===== config.mk =====
export PLATFORM = sky130hd
export DESIGN_NAME = car_cmd_uart_rx_flat
export DESIGN_NICKNAME = d
export VERILOG_FILES = /design/src/rtl/car_cmd_uart_rx_if.sv /design/src/rtl/car_cmd_uart_rx.sv /design/src/flat_wrapper.sv
export SDC_FILE = /design/constraint.sdc
export NUM_CORES = 1
export LEC_CHECK = 0
export CAP_MARGIN = 20
export CORE_UTILIZATION = 45
export DETAILED_ROUTE_END_ITERATION = 10
export PLACE_DENSITY_LB_ADDON = 0.15
export SLEW_MARGIN = 25
export SYNTH_ARGS = -nofsm -noshare
export SYNTH_HDL_FRONTEND = slang
export SYNTH_SLANG_ARGS = --single-unit

===== constraint.sdc =====
create_clock -name clk -period 6.26 [get_ports clk]
set_clock_uncertainty 0.15 [all_clocks]
set_input_delay 1.252 -clock clk [delete_from_list [all_inputs] [get_ports clk]]
set_output_delay 1.252 -clock clk [all_outputs]
set_load 0.03 [all_outputs]

===== src/rtl/car_cmd_uart_rx_if.sv =====
// Command-side bundle of the car command UART receiver.
// The receiver drives the payload, status and handshake; the consumer answers with ready.
interface car_cmd_uart_rx_if;
    logic [3:0] move_cmd;
    logic [3:0] speed_level;
    logic       valid;
    logic       ready;
    logic       frame_err;
    logic       cmd_err;
    logic       overrun;
    logic       timeout;

    modport master (
        output move_cmd, speed_level, valid, frame_err, cmd_err, overrun, timeout,
        input  ready
    );

    modport slave (
        input  move_cmd, speed_level, valid, frame_err, cmd_err, overrun, timeout,
        output ready
    );
endinterface


===== src/rtl/car_cmd_uart_rx.sv =====
// 8N1 receiver for the car command byte {speed_level, move_cmd}, with a valid/ready
// output, framing/decode/overrun flags and a link watchdog that injects a stop command.
module car_cmd_uart_rx #(
    parameter int unsigned CLKS_PER_BIT  = 434,
    parameter int unsigned WATCHDOG_CLKS = 25_000_000
) (
    input  logic                clk,
    input  logic                rst_n,
    input  logic                uart_in,
    car_cmd_uart_rx_if.master   cmd
);
    localparam int unsigned CW   = $clog2(CLKS_PER_BIT);
    localparam int unsigned WW   = $clog2(WATCHDOG_CLKS);
    localparam int unsigned HALF = CLKS_PER_BIT / 2;
    localparam logic [3:0]  STOP_CMD = 4'b1000;

    typedef enum logic [2:0] {
        S_IDLE,
        S_START,
        S_DATA,
        S_STOP,
        S_WAIT_HIGH
    } state_e;

    logic          sync1_q, sync2_q;
    logic          rx;
    state_e        state_q;
    logic [CW-1:0] cnt_q;
    logic [2:0]    bit_q;
    logic [7:0]    shift_q;

    logic [3:0]    move_q, move_d;
    logic [3:0]    speed_q, speed_d;
    logic          valid_q, valid_d;
    logic          frame_err_q, frame_err_d;
    logic          cmd_err_q, cmd_err_d;
    logic          overrun_q, overrun_d;
    logic          timeout_q, timeout_d;
    logic [WW-1:0] wd_q, wd_d;

    logic baud_done, stop_smp, frame_load, cmd_bad, frm_bad, wd_expire, inject, any_load;

    // Two-flop synchroniser, preset to the idle-high line level.
    always_ff @(posedge clk or negedge rst_n) begin
        if (!rst_n) begin
            sync1_q <= 1'b1;
            sync2_q <= 1'b1;
        end else begin
            sync1_q <= uart_in;
            sync2_q <= sync1_q;
        end
    end

    assign rx        = sync2_q;
    assign baud_done = (cnt_q == CW'(CLKS_PER_BIT - 1));

    always_ff @(posedge clk or negedge rst_n) begin
        if (!rst_n) begin
            state_q <= S_IDLE;
            cnt_q   <= '0;
            bit_q   <= '0;
            shift_q <= '0;
        end else begin
            case (state_q)
                S_IDLE: begin
                    cnt_q <= '0;
                    bit_q <= '0;
                    if (!rx) state_q <= S_START;
                end
                S_START: begin
                    if (cnt_q == CW'(HALF - 1)) begin
                        cnt_q   <= '0;
                        // A line that is high again at mid start bit was a glitch.
                        state_q <= rx ? S_IDLE : S_DATA;
                    end else begin
                        cnt_q <= cnt_q + 1'b1;
                    end
                end
                S_DATA: begin
                    if (baud_done) begin
                        cnt_q   <= '0;
                        shift_q <= {rx, shift_q[7:1]};
                        bit_q   <= bit_q + 1'b1;
                        if (bit_q == 3'd7) state_q <= S_STOP;
                    end else begin
                        cnt_q <= cnt_q + 1'b1;
                    end
                end
                S_STOP: begin
                    if (baud_done) begin
                        cnt_q   <= '0;
                        state_q <= rx ? S_IDLE : S_WAIT_HIGH;
                    end else begin
                        cnt_q <= cnt_q + 1'b1;
                    end
                end
                S_WAIT_HIGH: begin
                    cnt_q <= '0;
                    if (rx) state_q <= S_IDLE;
                end
                default: begin
                    state_q <= S_IDLE;
                    cnt_q   <= '0;
                    bit_q   <= '0;
                end
            endcase
        end
    end

    // Frame outcome is decided in the stop-bit sample cycle and lands on the next edge.
    assign stop_smp   = (state_q == S_STOP) && baud_done;
    assign frame_load = stop_smp && rx && (shift_q[3:0] <= STOP_CMD);
    assign cmd_bad    = stop_smp && rx && (shift_q[3:0] > STOP_CMD);
    assign frm_bad    = stop_smp && !rx;
    assign wd_expire  = !timeout_q && (wd_q == WW'(WATCHDOG_CLKS - 1));
    assign inject     = wd_expire && !frame_load;
    assign any_load   = frame_load || inject;

    always_comb begin
        move_d      = move_q;
        speed_d     = speed_q;
        valid_d     = valid_q;
        timeout_d   = timeout_q;
        wd_d        = wd_q;
        frame_err_d = frm_bad;
        cmd_err_d   = cmd_bad;
        // A load coinciding with a handshake is not an overwrite of unseen data.
        overrun_d   = any_load && valid_q && !cmd.ready;

        if (frame_load) begin
            move_d    = shift_q[3:0];
            speed_d   = shift_q[7:4];
            valid_d   = 1'b1;
            timeout_d = 1'b0;
            wd_d      = '0;
        end else if (inject) begin
            move_d    = STOP_CMD;
            speed_d   = '0;
            valid_d   = 1'b1;
            timeout_d = 1'b1;
            wd_d      = '0;
        end else begin
            if (valid_q && cmd.ready) valid_d = 1'b0;
            if (!timeout_q) wd_d = wd_q + 1'b1;
        end
    end

    always_ff @(posedge clk or negedge rst_n) begin
        if (!rst_n) begin
            move_q      <= STOP_CMD;
            speed_q     <= '0;
            valid_q     <= 1'b0;
            frame_err_q <= 1'b0;
            cmd_err_q   <= 1'b0;
            overrun_q   <= 1'b0;
            timeout_q   <= 1'b0;
            wd_q        <= '0;
        end else begin
            move_q      <= move_d;
            speed_q     <= speed_d;
            valid_q     <= valid_d;
            frame_err_q <= frame_err_d;
            cmd_err_q   <= cmd_err_d;
            overrun_q   <= overrun_d;
            timeout_q   <= timeout_d;
            wd_q        <= wd_d;
        end
    end

    assign cmd.move_cmd    = move_q;
    assign cmd.speed_level = speed_q;
    assign cmd.valid       = valid_q;
    assign cmd.frame_err   = frame_err_q;
    assign cmd.cmd_err     = cmd_err_q;
    assign cmd.overrun     = overrun_q;
    assign cmd.timeout     = timeout_q;

endmodule


===== src/flat_wrapper.sv =====
// flat-port wrapper written by rule: the top's interface ports become plain ports
module car_cmd_uart_rx_flat 
#(
    parameter int unsigned CLKS_PER_BIT  = 434,
    parameter int unsigned WATCHDOG_CLKS = 25_000_000
)
  (clk, rst_n, uart_in, cmd_move_cmd, cmd_speed_level, cmd_valid, cmd_frame_err, cmd_cmd_err, cmd_overrun, cmd_timeout, cmd_ready);
  car_cmd_uart_rx_if cmd_i ();
  input  logic clk;
  input  logic rst_n;
  input  logic uart_in;
  output wire logic [$bits(cmd_i.move_cmd)-1:0] cmd_move_cmd;
  output wire logic [$bits(cmd_i.speed_level)-1:0] cmd_speed_level;
  output wire logic [$bits(cmd_i.valid)-1:0] cmd_valid;
  output wire logic [$bits(cmd_i.frame_err)-1:0] cmd_frame_err;
  output wire logic [$bits(cmd_i.cmd_err)-1:0] cmd_cmd_err;
  output wire logic [$bits(cmd_i.overrun)-1:0] cmd_overrun;
  output wire logic [$bits(cmd_i.timeout)-1:0] cmd_timeout;
  input wire logic [$bits(cmd_i.ready)-1:0] cmd_ready;
  assign cmd_move_cmd = cmd_i.move_cmd;
  assign cmd_speed_level = cmd_i.speed_level;
  assign cmd_valid = cmd_i.valid;
  assign cmd_frame_err = cmd_i.frame_err;
  assign cmd_cmd_err = cmd_i.cmd_err;
  assign cmd_overrun = cmd_i.overrun;
  assign cmd_timeout = cmd_i.timeout;
  assign cmd_i.ready = cmd_ready;
  car_cmd_uart_rx #(.CLKS_PER_BIT(CLKS_PER_BIT), .WATCHDOG_CLKS(WATCHDOG_CLKS)) u_core (.clk(clk), .rst_n(rst_n), .uart_in(uart_in), .cmd(cmd_i));
endmodule

==> summary.txt <==
Setup path
  • Crit-path cells: clkdlybuf4s50_1
  • Worst EP required: about 5 ns
  • FF-to-FF Start: u_core.wd_q[0]
  • R2R cell count: 5
  • Worst Path Buf+Inv: 1
  • CP max-delay cell: clkdlybuf4s50_1
  • Startpoint types: register
  • Crit-path leading delay family: buffers and inverters
  • Flop-to-flop setup slack: about 4 ns
  • Critical Path AT: 1.55 ns
  • Critical path capture point type: primary output
  • Setup CP Type: register to primary output
  • CP max stage delay: about 0.73 ns
  • Largest fanout on the critical path: 9
  • Capturing point of the worst reg2reg path: u_core.wd_q[22]

Placement
  • Inst Count DP: between 300 and 400
  • Hpwl dp: about 3900 microns
  • IO Port Bufs: 16
  • GPL Wtd Cong: 0.7323

Floorplan
  • Row Count: 29
  • Starting Density: between 40% and 50%
  • Die area: a little over 0.007 sq mm
  • Die X: approximately 85 microns
  • Placeable Area: between 0.006 and 0.007 sq mm
  • Die height: 84.99 microns
  • I/O pin count: 17

Routing
  • Number of vias per cell: between 5 and 6
  • Final ANT Viol Nets: 0
  • Final wirelength: 5893 microns
  • DR iter-0 viols: 77
  • DR pass1 iterations: 4
  • WL/cell: 14.88 microns
  • Via count of the routed design: about 2200
  • # DRC: 0

Logic synthesis
  • Mux cell area share after synthesis: 3.553%
  • Post-synth top area cell: dfrtp_1
  • Synthesized Nets: 309
  • Synth Area in Simple Gates: a little under a quarter
  • FFs w/ async S/R, synth: 100.0%
  • Synth top area cells: dfrtp_1, nor2_1, a21oi_1
  • Compound-cell area share of the yosys netlist: 11.02%
  • Sequential fraction of the synthesis area: 50.99%
  • Warning count from the yosys run: 0
  • Syn Area/Cell: 10.37 sq um
  • Cell count after synthesis: 299
  • Primary FF master, synth: dfrtp_1
  • Cell variety after synth: 50
  • Xor/xnor share of the synthesized area: 5.652%
  • Largest family of logic cells by synthesized area: simple AND/OR/NAND/NOR gates
  • Post-synthesis register bit count: 63
  • Top-area cell type share of the netlist area: 48.45%
  • Syn Std Cell Area: 0.003099 sq mm
  • Adder-cell share of the synthesized area: approximately 2.4%
  • EDFF count, synth: 0

Final layout
  • Final nets: between 300 and 400
  • Layout cells sized above 1: between 10% and 20%
  • Commonest non-fill, non-tap cell in the layout: dfrtp_1
  • Final Instance Count excl. Fillers: 396
  • Layout Utilization: between 50 and 60%
  • Area grow syn2layout: 13.20%
  • Antenna cells: 0
  • Most frequent cells in the layout: dfrtp_1, nor2_1, a21oi_1

CTS
  • Clock transition at path regs: 0.08 ns
  • Clock tree buffer depth: 2
  • CTS H-tree lvls: 3
  • Post-CTS setup buffer count: 0
  • Clock root buffer: clkbuf_8
  • Total CTS buffers: 9
  • Worst skew pair latency: approximately 0.34 ns
  • TritonCTS clock tree: yes
  • Hold-fix buffers, CTS: 0
  • # clock sinks: 63
  • Post-cts resize count: 0

STA
  • Final hold slack: around 0.21 ns
  • Setup TNS Final: 0 ns
  • Max Clock Freq: roughly 340 MHz
  • RSZ-0062 raised after global routing: false
  • Max-slew violation count: 0
  • Share of the clock period used by the worst path: around 47%
  • Endpoints failing hold: 0
  • Worst Tran Pin Value: 0.7849 ns
  • Setup violations, final: 0
  • Worst slew margin relative to its limit: 47.67%
  • Crit path time final: slightly below 3 ns

Pwr
  • Combinational power share: between 1 and 1.5%
  • Leakage Power: roughly 1.5 nW
  • Int Power: about 0.60 mW
  • Seq pwr share: a little over half
  • Sw Share: around 23%
  • Pwr dens: approximately 220 mW/mm^2
  • Pwr Total: around 0.78 mW
  • Worst vdd ir: ~0.16 mV
  • Clock share of power: a little under half
  • Sw Pwr: between 0.15 and 0.2 mW

Run
  • Max-cap violations: 0

Global route
  • First-pass GRT wire length: around 10000 microns
  • Number of global-route vias before repair: between 2000 and 2500
  • Total track usage: between 10% and 20%
  • Largest net degree at the start of global routing: between 60 and 70
  • Initial antenna violation count: 0
  • Gr ovfl total: 0

Worst hold path
  • Hold Startpoint: u_core.sync1_q
  • Hold WC Path Type: register to register
  • Hold Crit Depth: 0
  • Hold path endpoint: u_core.rx

Outcome
  • Status: completed
==> stage by stage <==
stage / setup WS, ns / cell area (sq um)
global placement: 3.686 / 3298
detailed placement: 3.662 / 3298
global route: 3.211 / 3508
floorplan: 4.165 / 3099
CTS: 3.268 / 3501
finish: 3.305 / 3508
==> cell families after synthesis <==
kind of cell | after synthesis
xor+xnor | 20
mux | 10
fa+ha+maj | 6
compound gates | 53
buf+inv | 25
flops | 63
simple gates | 122
==> cells in the mapped netlist (2+ instances only) <==
cell type / count
mux2_2: 8
dfrtp_1: 60
and3_1: 3
buf_2: 3
or4_1: 6
or3_1: 5
nor3_1: 2
dfstp_2: 3
nand4_2: 2
a22oi_1: 2
nor2b_1: 3
xnor2_1: 10
a21oi_1: 18
clkbuf_1: 9
nor4b_1: 3
and4b_1: 2
nand4_1: 10
o21ai_0: 11
ha_1: 6
nand3b_1: 2
nor2_1: 36
o31ai_1: 7
nand2_1: 11
nand3_1: 14
nor3b_1: 3
nand2b_1: 3
a22o_1: 7
nor4_1: 4
xor2_1: 10
mux2i_1: 2
nand4b_1: 3
inv_1: 12
or4_4: 2
==> power by group through the flow <==
stage / clock network [mW] / registers (mW) / logic (mW)
after floorplan: 0 / 0.416 / 0.000360
after global placement: 0 / 0.417 / 0.0105
after detailed placement: 0 / 0.417 / 0.0105
after CTS: 0.373 / 0.409 / 0.0106
after global routing: 0.390 / 0.409 / 0.0121
final: 0.360 / 0.409 / 0.00991
==> layout make-up <==
class                      instances  area (sq um)
sequential                        63          1580
tap                               77         96.34
clock inverter                     7         78.83
fill                             566          2987
timing repair buffer              17         162.7
inverter                          12         45.04
clock buffer                       9         123.9
multi-input combinational        211          1421
==> flip-flops by register name (all words and copies together), names as in the netlist <==
| name | count |
|---|---|
| u_core.cmd.cmd_err | 1 |
| u_core.cnt_q | 9 |
| u_core.cmd.timeout | 1 |
| u_core.state_q | 3 |
| u_core.cmd.overrun | 1 |
| u_core.wd_q | 25 |
| u_core.sync1_q | 1 |
| u_core.bit_q | 3 |
| u_core.rx | 1 |
| u_core.cmd.move_cmd | 4 |
| u_core.cmd.frame_err | 1 |
| u_core.shift_q | 8 |
| u_core.cmd.valid | 1 |
| u_core.cmd.speed_level | 4 |
==> how the worst max path moves through the flow <==
stage	start	to	slack, ns	depth (start not counted)
after global routing	u_core.cmd.timeout	cmd_timeout	3.21	1
final	u_core.cmd.timeout	cmd_timeout	3.31	1
after detailed placement	u_core.cmd.timeout	cmd_timeout	3.66	1
after floorplan	u_core.cmd.timeout	u_core.wd_q[24]	4.17	5
after global placement	u_core.cmd.timeout	cmd_timeout	3.69	1
after CTS	u_core.cmd.timeout	cmd_timeout	3.27	1
==> layer usage <==
layer	wire (microns)	GRT usage [%]	up-vias
met5	0	0	-
met4	110	6.934	0
met3	201	6.712	10
met2	2798	29.62	28
met1	2783	23.15	1083
li1	-	-	1108
(Power assumes the default switching activity.)
